[src/rtl/fp_pkg.sv]
// Shared definitions for the floating-point add/subtract block: FSM states,
// default field widths, guard-bit count and the canonical quiet-NaN pattern.
package fp_pkg;

    typedef enum logic [2:0] {IDLE, ALIGN, ADD, NORM, ROUND, DONE} state_t;

    localparam int DEF_EXP_W = 8;
    localparam int DEF_MAN_W = 23;
    localparam int GRS_W     = 3;

    // {0, all-ones exponent, mantissa MSB set}, right-aligned in 64 bits
    function automatic logic [63:0] canon_nan(input int exp_w, input int man_w);
        logic [63:0] v;
        v = '0;
        for (int i = 0; i < exp_w; i++) v[man_w + i] = 1'b1;
        v[man_w - 1] = 1'b1;
        return v;
    endfunction

endpackage

[src/rtl/fp_lzc.sv]
// Parametrised leading-zero counter; an all-zero input reports WIDTH.
module fp_lzc
    import fp_pkg::*;
#(
    parameter int WIDTH = 27,
    parameter int CNT_W = $clog2(WIDTH + 1)
) (
    input  logic [WIDTH-1:0] value,
    output logic [CNT_W-1:0] count
);

    // Ascending scan: the highest set bit is written last and wins.
    always_comb begin
        count = CNT_W'(WIDTH);
        for (int i = 0; i < WIDTH; i++)
            if (value[i]) count = CNT_W'(WIDTH - 1 - i);
    end

endmodule

[src/rtl/fp_addsub.sv]
// Multi-cycle IEEE-754-style adder/subtractor: IDLE->ALIGN->ADD->NORM->ROUND->DONE,
// round-to-nearest-even, denormals flushed to signed zero.
module fp_addsub
    import fp_pkg::*;
#(
    parameter  int EXP_W = DEF_EXP_W,
    parameter  int MAN_W = DEF_MAN_W,
    localparam int W     = 1 + EXP_W + MAN_W
) (
    input  logic         clk,
    input  logic         reset,
    input  logic         in_valid,
    output logic         in_ready,
    input  logic         op,
    input  logic [W-1:0] dataa,
    input  logic [W-1:0] datab,
    output logic         out_valid,
    input  logic         out_ready,
    output logic [W-1:0] result,
    output logic [2:0]   flags
);

    localparam int M     = MAN_W + 1 + GRS_W;
    localparam int CNT_W = $clog2(M + 1);
    localparam int XW    = (EXP_W + 2 > CNT_W + 1) ? EXP_W + 2 : CNT_W + 1;
    localparam logic [W-1:0]  QNAN    = W'(canon_nan(EXP_W, MAN_W));
    localparam logic [XW-1:0] EXP_MAX = XW'({EXP_W{1'b1}});

    state_t state;

    logic [W-1:0]     a_p0, b_p0;
    logic             sign_p1, eff_sub_p1, zero_sign_p1, special_p1;
    logic [EXP_W-1:0] exp_p1;
    logic [M-1:0]     big_p1, small_p1;
    logic [W-1:0]     special_res_p1;
    logic [2:0]       special_flags_p1;
    logic [M:0]       sum_p2;
    logic [M-1:0]     mant_p3;
    logic [XW-1:0]    exp_p3;
    logic             zero_p3, flush_p3;

    assign in_ready = (state == IDLE) && !reset;

    function automatic logic [MAN_W+1:0] round_rne(input logic [M-1:0] m);
        logic up;
        up = m[2] & (m[1] | m[0] | m[3]);
        return {1'b0, m[M-1:GRS_W]} + (MAN_W+2)'(up);
    endfunction

    // ---- ALIGN: classify, flush denormals, order by magnitude, shift small
    logic             sa, sb, a_nan, b_nan, a_inf, b_inf, a_big;
    logic [W-2:0]     a_mag, b_mag, big_mag, small_mag;
    logic [EXP_W-1:0] e_big, e_small, shift_d;
    logic [M-1:0]     big_ext, small_ext, small_al;
    logic [2*M-1:0]   small_wide;
    logic             spec;
    logic [W-1:0]     spec_res;
    logic [2:0]       spec_flags;

    always_comb begin
        sa        = a_p0[W-1];
        sb        = b_p0[W-1];
        a_nan     = (&a_p0[W-2:MAN_W]) && (|a_p0[MAN_W-1:0]);
        b_nan     = (&b_p0[W-2:MAN_W]) && (|b_p0[MAN_W-1:0]);
        a_inf     = (&a_p0[W-2:MAN_W]) && !(|a_p0[MAN_W-1:0]);
        b_inf     = (&b_p0[W-2:MAN_W]) && !(|b_p0[MAN_W-1:0]);
        a_mag     = (a_p0[W-2:MAN_W] == '0) ? '0 : a_p0[W-2:0];
        b_mag     = (b_p0[W-2:MAN_W] == '0) ? '0 : b_p0[W-2:0];
        a_big     = a_mag >= b_mag;
        big_mag   = a_big ? a_mag : b_mag;
        small_mag = a_big ? b_mag : a_mag;
        e_big     = big_mag[W-2:MAN_W];
        e_small   = small_mag[W-2:MAN_W];
        big_ext   = {|e_big, big_mag[MAN_W-1:0], {GRS_W{1'b0}}};
        small_ext = {|e_small, small_mag[MAN_W-1:0], {GRS_W{1'b0}}};
        shift_d   = e_big - e_small;
        small_wide = {small_ext, {M{1'b0}}} >> shift_d;
        if (int'(shift_d) >= M)
            small_al = {{(M-1){1'b0}}, |small_ext};
        else
            small_al = {small_wide[2*M-1:M+1], small_wide[M] | (|small_wide[M-1:0])};

        spec       = 1'b1;
        spec_res   = QNAN;
        spec_flags = '0;
        if (a_nan || b_nan)
            spec_flags = {(a_nan && !a_p0[MAN_W-1]) || (b_nan && !b_p0[MAN_W-1]), 2'b00};
        else if (a_inf && b_inf && (sa != sb))
            spec_flags = 3'b100;
        else if (a_inf)
            spec_res = a_p0;
        else if (b_inf)
            spec_res = b_p0;
        else
            spec = 1'b0;
    end

    // ---- ADD: big minus small never goes negative
    logic [M:0] sum;
    assign sum = eff_sub_p1 ? ({1'b0, big_p1} - {1'b0, small_p1})
                            : ({1'b0, big_p1} + {1'b0, small_p1});

    // ---- NORM: carry right-shift, or left-shift clamped at exponent 1
    logic [CNT_W-1:0] lz;
    logic [XW-1:0]    lim, cnt, sh, norm_exp;
    logic [M-1:0]     norm_mant;

    fp_lzc #(.WIDTH(M), .CNT_W(CNT_W)) u_lzc (
        .value (sum_p2[M-1:0]),
        .count (lz)
    );

    always_comb begin
        lim = (exp_p1 == '0) ? '0 : XW'(exp_p1) - XW'(1);
        cnt = XW'(lz);
        sh  = (cnt < lim) ? cnt : lim;
        if (sum_p2[M]) begin
            norm_mant = {sum_p2[M:2], sum_p2[1] | sum_p2[0]};
            norm_exp  = XW'(exp_p1) + XW'(1);
        end else begin
            norm_mant = sum_p2[M-1:0] << sh;
            norm_exp  = XW'(exp_p1) - sh;
        end
    end

    // ---- ROUND: RNE, then zero / flush / overflow / special selection
    logic [MAN_W+1:0] rnd;
    logic [XW-1:0]    exp_r;
    logic [MAN_W-1:0] man_r;
    logic [W-1:0]     res_n;
    logic [2:0]       flags_n;

    always_comb begin
        rnd     = round_rne(mant_p3);
        exp_r   = exp_p3 + XW'(rnd[MAN_W+1]);
        man_r   = rnd[MAN_W+1] ? rnd[MAN_W:1] : rnd[MAN_W-1:0];
        res_n   = {sign_p1, exp_r[EXP_W-1:0], man_r};
        flags_n = {2'b00, |mant_p3[GRS_W-1:0]};
        if (special_p1) begin
            res_n   = special_res_p1;
            flags_n = special_flags_p1;
        end else if (zero_p3) begin
            res_n   = {zero_sign_p1, {(W-1){1'b0}}};
            flags_n = 3'b000;
        end else if (flush_p3) begin
            res_n   = {sign_p1, {(W-1){1'b0}}};
            flags_n = 3'b001;
        end else if (exp_r >= EXP_MAX) begin
            res_n   = {sign_p1, {EXP_W{1'b1}}, {MAN_W{1'b0}}};
            flags_n = 3'b011;
        end
    end

    always_ff @(posedge clk) begin
        case (state)
            IDLE: if (in_valid) begin
                a_p0 <= dataa;
                b_p0 <= {datab[W-1] ^ op, datab[W-2:0]};
            end
            ALIGN: begin
                sign_p1          <= a_big ? sa : sb;
                eff_sub_p1       <= sa ^ sb;
                zero_sign_p1     <= sa & sb;
                exp_p1           <= e_big;
                big_p1           <= big_ext;
                small_p1         <= small_al;
                special_p1       <= spec;
                special_res_p1   <= spec_res;
                special_flags_p1 <= spec_flags;
            end
            ADD: sum_p2 <= sum;
            NORM: begin
                mant_p3  <= norm_mant;
                exp_p3   <= norm_exp;
                zero_p3  <= (sum_p2 == '0);
                flush_p3 <= (sum_p2 != '0) && !norm_mant[M-1];
            end
            default: ;
        endcase
    end

    always_ff @(posedge clk) begin
        if (reset) begin
            state     <= IDLE;
            out_valid <= 1'b0;
            result    <= '0;
            flags     <= '0;
        end else begin
            case (state)
                IDLE:  if (in_valid) state <= ALIGN;
                ALIGN: state <= ADD;
                ADD:   state <= NORM;
                NORM:  state <= ROUND;
                ROUND: begin
                    result    <= res_n;
                    flags     <= flags_n;
                    out_valid <= 1'b1;
                    state     <= DONE;
                end
                DONE: if (out_ready) begin
                    out_valid <= 1'b0;
                    state     <= IDLE;
                end
                default: state <= IDLE;
            endcase
        end
    end

endmodule

[config.mk]
export PLATFORM = sky130hd
export DESIGN_NAME = fp_addsub
export DESIGN_NICKNAME = d
export VERILOG_FILES = /design/src/rtl/fp_pkg.sv /design/src/rtl/fp_lzc.sv /design/src/rtl/fp_addsub.sv
export SDC_FILE = /design/constraint.sdc
export NUM_CORES = 1
export LEC_CHECK = 0
export CORE_MARGIN = 3
export CORE_UTILIZATION = 45
export CTS_CLUSTER_SIZE = 24
export DETAILED_ROUTE_END_ITERATION = 8
export PLACE_DENSITY = 0.75
export SLEW_MARGIN = 15
export SYNTH_ARGS = -nofsm -noshare
export SYNTH_HDL_FRONTEND = slang
export SYNTH_SLANG_ARGS = --single-unit
[constraint.sdc]
create_clock -name clk -period 18.7 [get_ports clk]
set_input_delay 3.74 -clock clk [delete_from_list [all_inputs] [get_ports clk]]
set_output_delay 3.74 -clock clk [all_outputs]
set_load 0.005 [all_outputs]
* Word level (Yosys, flattened, before mapping)
Cells that the tools add are included.
Cells by class: $add $sub $neg 8, magnitude comparators 4, equal/unequal tests 8, shift operators 2, mux-type cells 57, bitwise gates (word level) 8, reduce and logical (&&, ||, !) cells 39
Operator list (count):
- $mux W31 | 6
- $mux W32 | 4
- $mux W5 | 16
- $shr A54 B8 Y54 | 1
- $reduce_or A23 Y1 | 2
- $mux W4 | 8
- $ge A31 B31 Y1 | 1
- $reduce_or A31 Y1 | 1
- $mux W10 | 3
- $add A27 B27 Y28 | 1
- $logic_not A28 Y1 | 1
- $mux W28 | 1
- $reduce_bool A28 Y1 | 1
- $sub A27 B27 Y28 | 1
- $mux W27 | 1
- $reduce_or A27 Y1 | 1
- $shl A27 B10 Y27 | 1
- $add A24 B1 Y25 | 1
- $logic_not A8 Y1 | 3
- $mux W23 | 1
- $pmux W3 S6 | 1
- $reduce_and A8 Y1 | 2
- $reduce_or A8 Y1 | 2
- $mux W3 | 5
- 27 further kinds | 61
Storage, ports and cells: register bits after elaboration 268, input port bits 69, output and inout bits 37, logic and storage cells 148

* Logic depth before layout (Yosys ltp)
depth after elaboration 33, depth in mapped cells 29, depth with buffers taken out 26

* Hierarchy
From an unflattened synthesis, not the netlist that was laid out.
Unflattened totals: cell total of the unflattened synthesis 1946, area total of the unflattened synthesis 18312.6 µm²
Modules (own cells, without submodules):
- fp_addsub | instances 1, cells an instance 1895, area each 18034.8 µm², seq. area each 7597.3 µm²
- fp_lzc | instances 1, cells an instance 51, area each 277.8 µm², seq. area each 0.0 µm²

* Worst setup path before layout
No wires, ideal clock.
kind input to register, start input in_valid, end register a_p0[0], enable pin, library setup time 0.666 ns, arrival 10.231 ns, required time 18.034 ns, setup slack 7.803 ns, cell stages on the path 1, path buffers 0, cells stage by stage nor4b_1
Between the ends: cells in the longest elaborated chain, start to end 1
Ends and longest elaborated chain:
- start, declared | line fp_addsub.sv:12 | input logic in_valid,
- $reduce_and A2 Y1 (no source line)
- end signal, assigned | line fp_addsub.sv:157 | a_p0 <= dataa;
- end, declared | line fp_addsub.sv:31 | logic [W-1:0] a_p0, b_p0;
Every way passes these cells. A chain may end at the register's enable or synchronous reset.

* Final worst setup path
start input reset, end output in_ready
Between the ends: cells in the longest elaborated chain, start to end 2
Ends and longest elaborated chain:
- start, declared | line fp_addsub.sv:11 | input logic reset,
- $logic_not A1 Y1 | line fp_addsub.sv:42 | assign in_ready = (state == IDLE) && !reset;
- $logic_and A1 B1 Y1 | line fp_addsub.sv:42
- end, declared | line fp_addsub.sv:13 | output logic in_ready,
Every way passes these cells.

==> impl_results.md <==
* Die ar. at about 43000 µm²
* Diode count at 0
* Clk_lat worst skew at 580 ps
* Setup CP Type: in2out
* Total of max-cap violations at 0
* R2R Setup Slk at between 10000 and 15000 ps
* Core area at about 40000 µm²
* Place WS at ~10000 ps
* Async SR Flop Fraction at 0%
* Status: finished clean
* Clock share of power at 24.4%
* Cell area after layout at 20600 µm²
* Die H at between 200 and 250 µm
* Longest Clk Path Bufs at 3
* Most numerous cell in the Yosys netlist: edfxtp_1
* Die width at 207 µm
* CTS Hold Buffers Added at 0
* Routing usage on met1 at 26.0%
* Gr usage total at approximately a fifth
* WHS at 454 ps
* Wire length per cell at ~19 µm
* Post-DP HPWL at roughly 36 mm
* Total CTS buffers at 29
* Number of global-route vias before repair at 14652
* Layer with the highest usage: met2
* DR iter-0 viols at ~1300
* H-Tree Depth at 1
* Setup crit start: reset
* Clock sinks at 266
* Psw at 0.000839 W
* #FFs+latches synth at roughly 270
* Worst relative slew slack at between 30% and 40%
* First-pass GRT wire length at ~76 mm
* Final hold vios at 0
* Total number of vias at around 15000
* I/O pins at between 100 and 150
* Cell with the most instances on the worst path: clkdlybuf4s50_1
* Power Dens Cells at ~110 nW/µm²
* RR Startpoint: b_p0[24]$_DFFE_PP_
* Mapped Cells at roughly 1900
* Hold Startpoint: flags[1]$_SDFFE_PP0P_
* R2R depth at 22
* Critical path arrival at slightly above 5000 ps
* Largest net degree at the start of global routing at 73
* Placer Congestion at approximately 0.95
* Yosys top cell area share at 37.3%
* CP Capture Type: primary output
* Post-CTS resize count at 0
* Post-DRT Antenna Nets at 0
* Num rows at between 70 and 80
* Worst Path Required at 14960 ps
* Min-Delay Path Class: reg2reg
* Post-CTS Setup Repair Bufs at 0
* Via-per-instance ratio at about 5.9
* Post-synthesis sequential area ratio at a little over two fifths
* R2r endpoint: small_p1[0]$_DFFE_PP_
* Clk_skew at 8.65 ps
* Met2 usage at between 30% and 40%
* Commonest cells in the netlist: 227 x edfxtp_1, 202 x nand2_1, 160 x nor2_1
* Unrepaired setup endpoints after global routing: no
* EDFF count, synth at around 230
* Starting density of the core at about 46%
* Final period utilization at between 40 and 50%
* Startpoint type of the worst setup path: input port
* Synth Flop Type: edfxtp_1
* Setup TNS at 0 ps
* CTS Root Cell: clkbuf_16
* Setup-failing EPs final at 0
* Total power at between 0.002 and 0.0025 W
* Synth warnings at 0
* Largest stage delay on the critical path at about 550 ps
* Initial antenna violation count at 0
* Cell at the slowest stage of the critical path: clkdlybuf4s50_1
* Reg power frac at between 30% and 40%
* I/O Buffers at roughly 110
* Pint at approximately 0.0014 W
* Clock Pin Slew Worst Setup and Hold Paths at around 60 ps
* Residual DRC count at 0
* CTS tree: done
* Mean Syn Cell Area at between 9 and 10 µm²
* Post-route minimum period at roughly 8900 ps
* Placed instance area at 19700 µm²
* Worst-Margin Slew at around 1000 ps
* Area Growth Syn to Fin at 12.9%
* Final WL at approximately 47 mm
* Cell taking the most area after synthesis: edfxtp_1
* Crit path to: in_ready
* Synth cell types at between 90 and 100
* Met3 track demand over resource at 3.13%
* CP cell instances: clkdlybuf4s50_1, buf_4, nor4_1, clkdlybuf4s50_1
* Post-Syn Area at between 15000 and 20000 µm²
* Synth top area cells: edfxtp_1 37%, ha_1 6.8%, mux2i_1 4.8%
* Layout net count at about 2200
* Leak Pwr at approximately 7.8 nW
* Max-slew violation count at 0
* Share of cells above drive strength 1 at 6.43%
* Fmax at around 110 MHz
* Max IR drop VDD at roughly 0.076 mV
* CP max FO at 40
* Combinational share of power at around 40%
* Gr ovfl total at 0
* Pre-antenna DRT Iters at 6
* Switching part of the total at 37.7%
* Final setup margin at about 10000 ps
==> layout make-up <==
type	instances	area [µm²]
multi-input cells	1478	9890
flip-flops and latches	266	7600
inverters	102	383
clock buffers	37	766
fillers	3543	19300
well taps	525	657
repair buffers	123	1190
clock inverters	16	136
==> cell families after synthesis <==
group / after synthesis / synth area share [%]
simple gates: 665 / 17.6
compound gates: 491 / 17.6
flops: 266 / 41.6
buf+inv: 218 / 5.04
mux: 119 / 7.75
fa+ha+maj: 101 / 7.01
xor+xnor: 69 / 3.31
other cells: 2 / 0.0411
==> per-layer routing <==
metal  up-vias  routed length, µm
met3       124               2500
met5         -                  0
li1       7262                  -
met1      7220              19100
met2       468              23200
met4         0               2490
==> power by group through the flow <==
| stage | registers [W] | logic, W | clock network, W |
|---|---|---|---|
| final | 0.000788 | 0.000896 | 0.000542 |
| after global routing | 0.000796 | 0.000976 | 0.000583 |
| after CTS | 0.000788 | 0.000880 | 0.000557 |
| after detailed placement | 0.000800 | 0.000875 | 0 |
| after global placement | 0.000798 | 0.000863 | 0 |
| after floorplan | 0.000788 | 0.000674 | 0 |
==> critical path: cells and delay by family <==
kind | cells | cell delay [ps]
and+or+nand+nor | 1 | 220
buffers and inverters | 3 | 1210
==> flip-flops by register name (all words and copies together) (netlist names) <==
register,count
result,32
big_p1,24
special_res_p1,32
sum_p2,28
flags,3
special_p1,1
zero_p3,1
mant_p3,27
exp_p3,10
zero_sign_p1,1
eff_sub_p1,1
a_p0,32
flush_p3,1
state,3
b_p0,32
out_valid,1
exp_p1,8
sign_p1,1
small_p1,27
special_flags_p1,1
==> through the flow <==
stage	util (%)	std cells
CTS	51.6	2547
global route	51.6	2547
detailed placement	49.4	2494
global placement	49.4	2494
finish	51.6	2547
floorplan	-	1962
==> worst min path at each step <==
stage / to / cells after the start
finish: flags[1]$_SDFFE_PP0P_ / 2
global route: result[31]$_SDFFE_PP0P_ / 2
CTS: flags[1]$_SDFFE_PP0P_ / 2
detailed placement: flags[1]$_SDFFE_PP0P_ / 2
global placement: flags[2]$_SDFFE_PP0P_ / 2
floorplan: flags[2]$_SDFFE_PP0P_ / 2
==> layout by cell type (no fill, tap or decap), types with 21 or more instances in the layout <==
cell / netlist / routed
a211oi_1: 31 / 31
a21o_1: 27 / 27
a21oi_1: 119 / 119
a221oi_1: 21 / 21
clkbuf_16: 0 / 29
clkdlybuf4s50_1: 0 / 105
conb_1: 2 / 33
dfxtp_1: 39 / 39
edfxtp_1: 227 / 227
ha_1: 99 / 99
inv_1: 101 / 101
mux2i_1: 88 / 88
nand2_1: 202 / 202
nand2b_1: 21 / 21
nand3_1: 54 / 54
nor2_1: 160 / 159
nor3_1: 77 / 77
nor4_1: 29 / 29
o21ai_0: 130 / 130
xnor2_1: 51 / 51
Note: power is estimated with default switching activity, not from simulation.
